[src/rtl/fifo_write_packer_pkg.sv]
// fifo_write_packer_pkg
//   Shared definitions for the byte-to-word FIFO write packer:
//   - out_state_e : output register state (EMPTY / PENDING)
//   - default widths and the lane count / lane-index width helpers
package fifo_write_packer_pkg;

    typedef enum logic {
        EMPTY   = 1'b0,
        PENDING = 1'b1
    } out_state_e;

    localparam int DEF_IN_WIDTH   = 8;
    localparam int DEF_DATA_WIDTH = 32;

    function automatic int calc_lanes(input int in_w, input int data_w);
        return data_w / in_w;
    endfunction

    // A single-lane packer still needs a 1-bit index register.
    function automatic int calc_idx_w(input int lanes);
        return (lanes > 1) ? $clog2(lanes) : 1;
    endfunction

endpackage

[src/rtl/fifo_write_packer.sv]
// fifo_write_packer
//   Packs IN_WIDTH-bit bytes from a valid/ready stream into DATA_WIDTH-bit
//   words and pushes them into an async FIFO write port.
//
// Ports
//   w_clk    in   write-domain clock (rising edge)
//   nRST     in   asynchronous active-low reset
//   S_VALID  in   upstream byte valid
//   S_READY  out  byte accepted this cycle when S_VALID is high
//   S_DATA   in   upstream byte
//   S_LAST   in   byte closes the current word; remaining lanes are zero
//   W_nEN    out  active-low FIFO push strobe
//   W_DATA   out  word presented to the FIFO (the output register)
//   W_FULL   in   FIFO full, write domain
//   WORD_CNT out  words pushed since reset (wraps)
//   BUSY     out  partial word held or word pending
//
// Output register states
//   state   | meaning
//   EMPTY   | no word waiting for the FIFO
//   PENDING | W_DATA holds a word not yet pushed
module fifo_write_packer
    import fifo_write_packer_pkg::*;
#(
    parameter int IN_WIDTH   = DEF_IN_WIDTH,
    parameter int DATA_WIDTH = DEF_DATA_WIDTH,
    parameter int MSB_FIRST  = 0
) (
    input  logic                  w_clk,
    input  logic                  nRST,
    input  logic                  S_VALID,
    output logic                  S_READY,
    input  logic [IN_WIDTH-1:0]   S_DATA,
    input  logic                  S_LAST,
    output logic                  W_nEN,
    output logic [DATA_WIDTH-1:0] W_DATA,
    input  logic                  W_FULL,
    output logic [31:0]           WORD_CNT,
    output logic                  BUSY
);

    localparam int LANES  = calc_lanes(IN_WIDTH, DATA_WIDTH);
    localparam int LIDX_W = calc_idx_w(LANES);
    localparam logic [LIDX_W-1:0] LAST_LANE = LIDX_W'(LANES - 1);

    out_state_e              state_q,    state_d;
    logic [LIDX_W-1:0]       lane_idx_q, lane_idx_d;
    logic [DATA_WIDTH-1:0]   asm_q,      asm_d;
    logic [DATA_WIDTH-1:0]   out_q,      out_d;
    logic [31:0]             word_cnt_q, word_cnt_d;

    logic                    push;
    logic                    accept;
    logic                    complete;
    logic [LIDX_W-1:0]       lane_pos;
    logic [DATA_WIDTH-1:0]   asm_wr;

    // Stall only when a word is waiting and the FIFO cannot take it; a
    // completing byte can therefore never overwrite an unpushed word.
    assign S_READY  = !((state_q == PENDING) && W_FULL);
    assign push     = (state_q == PENDING) && !W_FULL;
    assign accept   = S_VALID && S_READY;
    assign complete = accept && ((lane_idx_q == LAST_LANE) || S_LAST);

    assign W_nEN    = !push;
    assign W_DATA   = out_q;
    assign WORD_CNT = word_cnt_q;
    assign BUSY     = (lane_idx_q != '0) || (state_q == PENDING);

    always_comb begin
        lane_pos = (MSB_FIRST != 0) ? (LAST_LANE - lane_idx_q) : lane_idx_q;
        asm_wr   = asm_q;
        asm_wr[int'(lane_pos) * IN_WIDTH +: IN_WIDTH] = S_DATA;

        state_d    = state_q;
        lane_idx_d = lane_idx_q;
        asm_d      = asm_q;
        out_d      = out_q;
        word_cnt_d = word_cnt_q + (push ? 32'd1 : 32'd0);

        if (complete) begin
            // A push on the same edge is absorbed: the new word replaces the
            // one leaving, so the output stays PENDING without a bubble.
            out_d      = asm_wr;
            asm_d      = '0;
            lane_idx_d = '0;
            state_d    = PENDING;
        end else begin
            if (accept) begin
                asm_d      = asm_wr;
                lane_idx_d = lane_idx_q + LIDX_W'(1);
            end
            if (push) begin
                state_d = EMPTY;
            end
        end
    end

    always_ff @(posedge w_clk or negedge nRST) begin
        if (!nRST) begin
            state_q    <= EMPTY;
            lane_idx_q <= '0;
            asm_q      <= '0;
            out_q      <= '0;
            word_cnt_q <= '0;
        end else begin
            state_q    <= state_d;
            lane_idx_q <= lane_idx_d;
            asm_q      <= asm_d;
            out_q      <= out_d;
            word_cnt_q <= word_cnt_d;
        end
    end

endmodule
[config.mk]
export PLATFORM = sky130hd
export DESIGN_NAME = fifo_write_packer
export DESIGN_NICKNAME = d
export VERILOG_FILES = /design/src/rtl/fifo_write_packer_pkg.sv /design/src/rtl/fifo_write_packer.sv
export SDC_FILE = /design/constraint.sdc
export NUM_CORES = 1
export LEC_CHECK = 0
export CAP_MARGIN = 10
export CORE_AREA = 2 2 136 138
export DETAILED_ROUTE_END_ITERATION = 7
export DIE_AREA = 0 0 138 140
export SYNTH_ARGS = -nofsm -noshare
export SYNTH_HDL_FRONTEND = slang
export SYNTH_SLANG_ARGS = --single-unit
[constraint.sdc]
create_clock -name w_clk -period 2.8 [get_ports w_clk]
set_input_delay 0.42 -clock w_clk [delete_from_list [all_inputs] [get_ports w_clk]]
set_output_delay 0.42 -clock w_clk [all_outputs]
set_load 0.05 [all_outputs]
==> impl_metrics.ini <==
[timing]
tightestPinTransition_ps = 662
hold_viol = 0
max_freq_mhz = 380
slew-limit-headroom = 0.559
rsz0062_at_grt = false
fin_tns_setup_ps = 0
slew_violations = 0
finClkSkew_ps = 10.6
final_period_minus_worst_setup_slack_ps = 2630
setup_viol = 0
fin_crit_sh = 0.941

[detailed_routing]
drtAntennaViolNets = 0
drtPass1Iterations = 5
first_iter_violations = 202
vias = 3428
drt-total-wl_um = 11500
drcViolationCount = 0
viasPerCell = 4.67
wl_per_cell_um = 15.7

[outcome]
outcome = finished, final reports clean

[synth]
synth-edff-count = 0
syn-instance-count = 430
async_flop_share = 1.00
syn_avg_cell_area_sq_um = 10.3
yosys_warnings = 0
synth_ff_type = dfrtp_1
synth_commonest_cells = 99 x dfrtp_1, 48 x nand2_1, 40 x a21oi_1
synth_nets = 451
syn-cell-area_sq_um = 4420
ys_ff_latch = 99
synthTopCellsByArea = dfrtp_1 56%, nor2b_1 5.0%, a22o_1 4.8%
netlist.area_leader.share = 0.560
yosysTopAreaCell = dfrtp_1
yosysUniqueCellTypes = 28
synth.most_common_cell = dfrtp_1
ys_seq_area_frac = 0.560

[power]
ir_drop_mv = 0.646
power_leakage_nw = 2.50
powerDensity_nw_per_um2 = 664

[finish]
fin_area_sq_um = 5780
seqCellArea_sq_um = 2480
utilization = 0.325
drive_gt1_frac = 0.0554
final_cells = 734
nFillCells = 1813
area_growth_pct = 30.8
diodes = 0
multiInputGateArea_sq_um = 1820
layout.nets = 521

[placed_design]
dp.final_hpwl_um = 8280
dpl_cell_area_sq_um = 5460
place_congestion = 0.878
placedCellCount = 718
io_buffer_count = 79

[floorplanning]
core_area_sq_um = 17800
fp-row-count = 49
die_y_um = 140
die_area_sq_um = 19300
io_pins = 80
die_w_um = 138
initial_core_util = 0.249

[worst_hold_path]
hp-class = input port to asynchronous set/reset pin

[cts]
post_cts_buffers = 0
clock-root-buffer = clkbuf_16
cts_sinks = 99
cts_buffers = 9
clk_path_buf_depth = 2
cts_resized = 0
clkLatencyLatePin_ps = 350
cts_tree = done
htree_levels = 3
cts_hold_buf = 0
clk_pin_slew_worst_paths_ps = 70

[worst_setup_path]
startpoint_type = flip-flop
criticalPathCategory = flip-flop to output pin
path_max_fanout = 14
required_ps = 2380
crit_arrival_ps = 2210
end_kind = output pin

[job]
cap_viol_max_count = 0

[global_routing]
grt_use_total = 0.122
grt_max_degree = 51
grt_pass1_wl_um = 18700
antenna_found_initial = 0
globalRouteOverflowTotal = 0
first_global_vias = 3388
[per-stage QoR]
stage                     hold WS, ps  setup WS [ps]  power [W]
after floorplan                   124            729    0.00219
after global placement            459            307    0.00251
after detailed placement          470            251    0.00253
after CTS                         129           13.6    0.00387
after global routing              165           32.6    0.00402
final                             107            166    0.00384
[kinds of logic (layout without fill, tap and decap cells)]
| group | count (synthesis) | count (layout) | share of synthesized area |
|---|---|---|---|
| and+or+nand+nor | 161 | 161 | 0.193 |
| DFF | 99 | 99 | 0.560 |
| buffers and inverters | 30 | 105 | 0.0280 |
| xor gates and xnor gates | 30 | 30 | 0.0594 |
| adders and majority gates | 8 | 8 | 0.0226 |
| AOI/OAI and AO/OA | 102 | 102 | 0.136 |
[final timing paths]
kind                          startpoint      endpoint  slack, ps  depth (start not counted)
max in group asynchronous           nRST   WORD_CNT[7]       1970                          2
setup / recovery           lane_idx_q[0]          BUSY        170                          4
setup reg to reg           lane_idx_q[0]     asm_q[11]        600                          7
hold / removal                      nRST    W_DATA[19]        110                          1
min in group w_clk          WORD_CNT[31]  WORD_CNT[31]        470                          1
hold reg to reg             WORD_CNT[31]  WORD_CNT[31]        470                          1
[state kept, by name, summed over array words and instances, names as in the netlist]
| register | flops |
|---|---|
| asm_q | 32 |
| W_DATA | 32 |
| state_q | 1 |
| WORD_CNT | 32 |
| lane_idx_q | 2 |
[worst max-delay path, cell delays in order (launching register included)]
cell and delay (ps):
dfrtp_1 480, inv_1 150, ha_2 330, nand2b_1 110, clkdlybuf4s50_1 790
[cell usage in the layout, fill, tap and decap left out, types with 5 or more instances in the layout]
master            n
clkbuf_16         9
nand4_1           8
nor2b_1          35
dfrtp_1          99
xnor2_1          19
a21oi_1          40
nand2_1          47
ha_1              7
buf_4             6
nor4_1            5
a22o_1           24
clkdlybuf4s50_1  78
and3_1            9
xor2_1           11
nor2_1           15
nor3_1            7
o21ai_0          34
nand3_1          21
[per-layer routing]
metal	GRT usage	up-vias	part of all wire
li1	-	1630	-
met1	0.170	1696	0.48
met2	0.193	93	0.46
met3	0.0325	9	0.049
met4	0.0242	0	0.010
met5	0	-	0
[area by class of cell]
type / count / share of cell area
flip-flops and latches: 99 / 0.428
inverters: 3 / 0.00195
well taps: 229 / 0.0495
clock buffers: 9 / 0.0389
clock inverters: 7 / 0.0160
repair buffers: 86 / 0.150
multi-input cells: 301 / 0.315
[where the power goes]
group	switching, W	internal (W)	total [W]
Clock	0.000556	0.000780	0.00134
Sequential	0.000107	0.00153	0.00164
Combinational	0.000585	0.000275	0.000860
No activity file was read; power rests on OpenSTA's default activity.
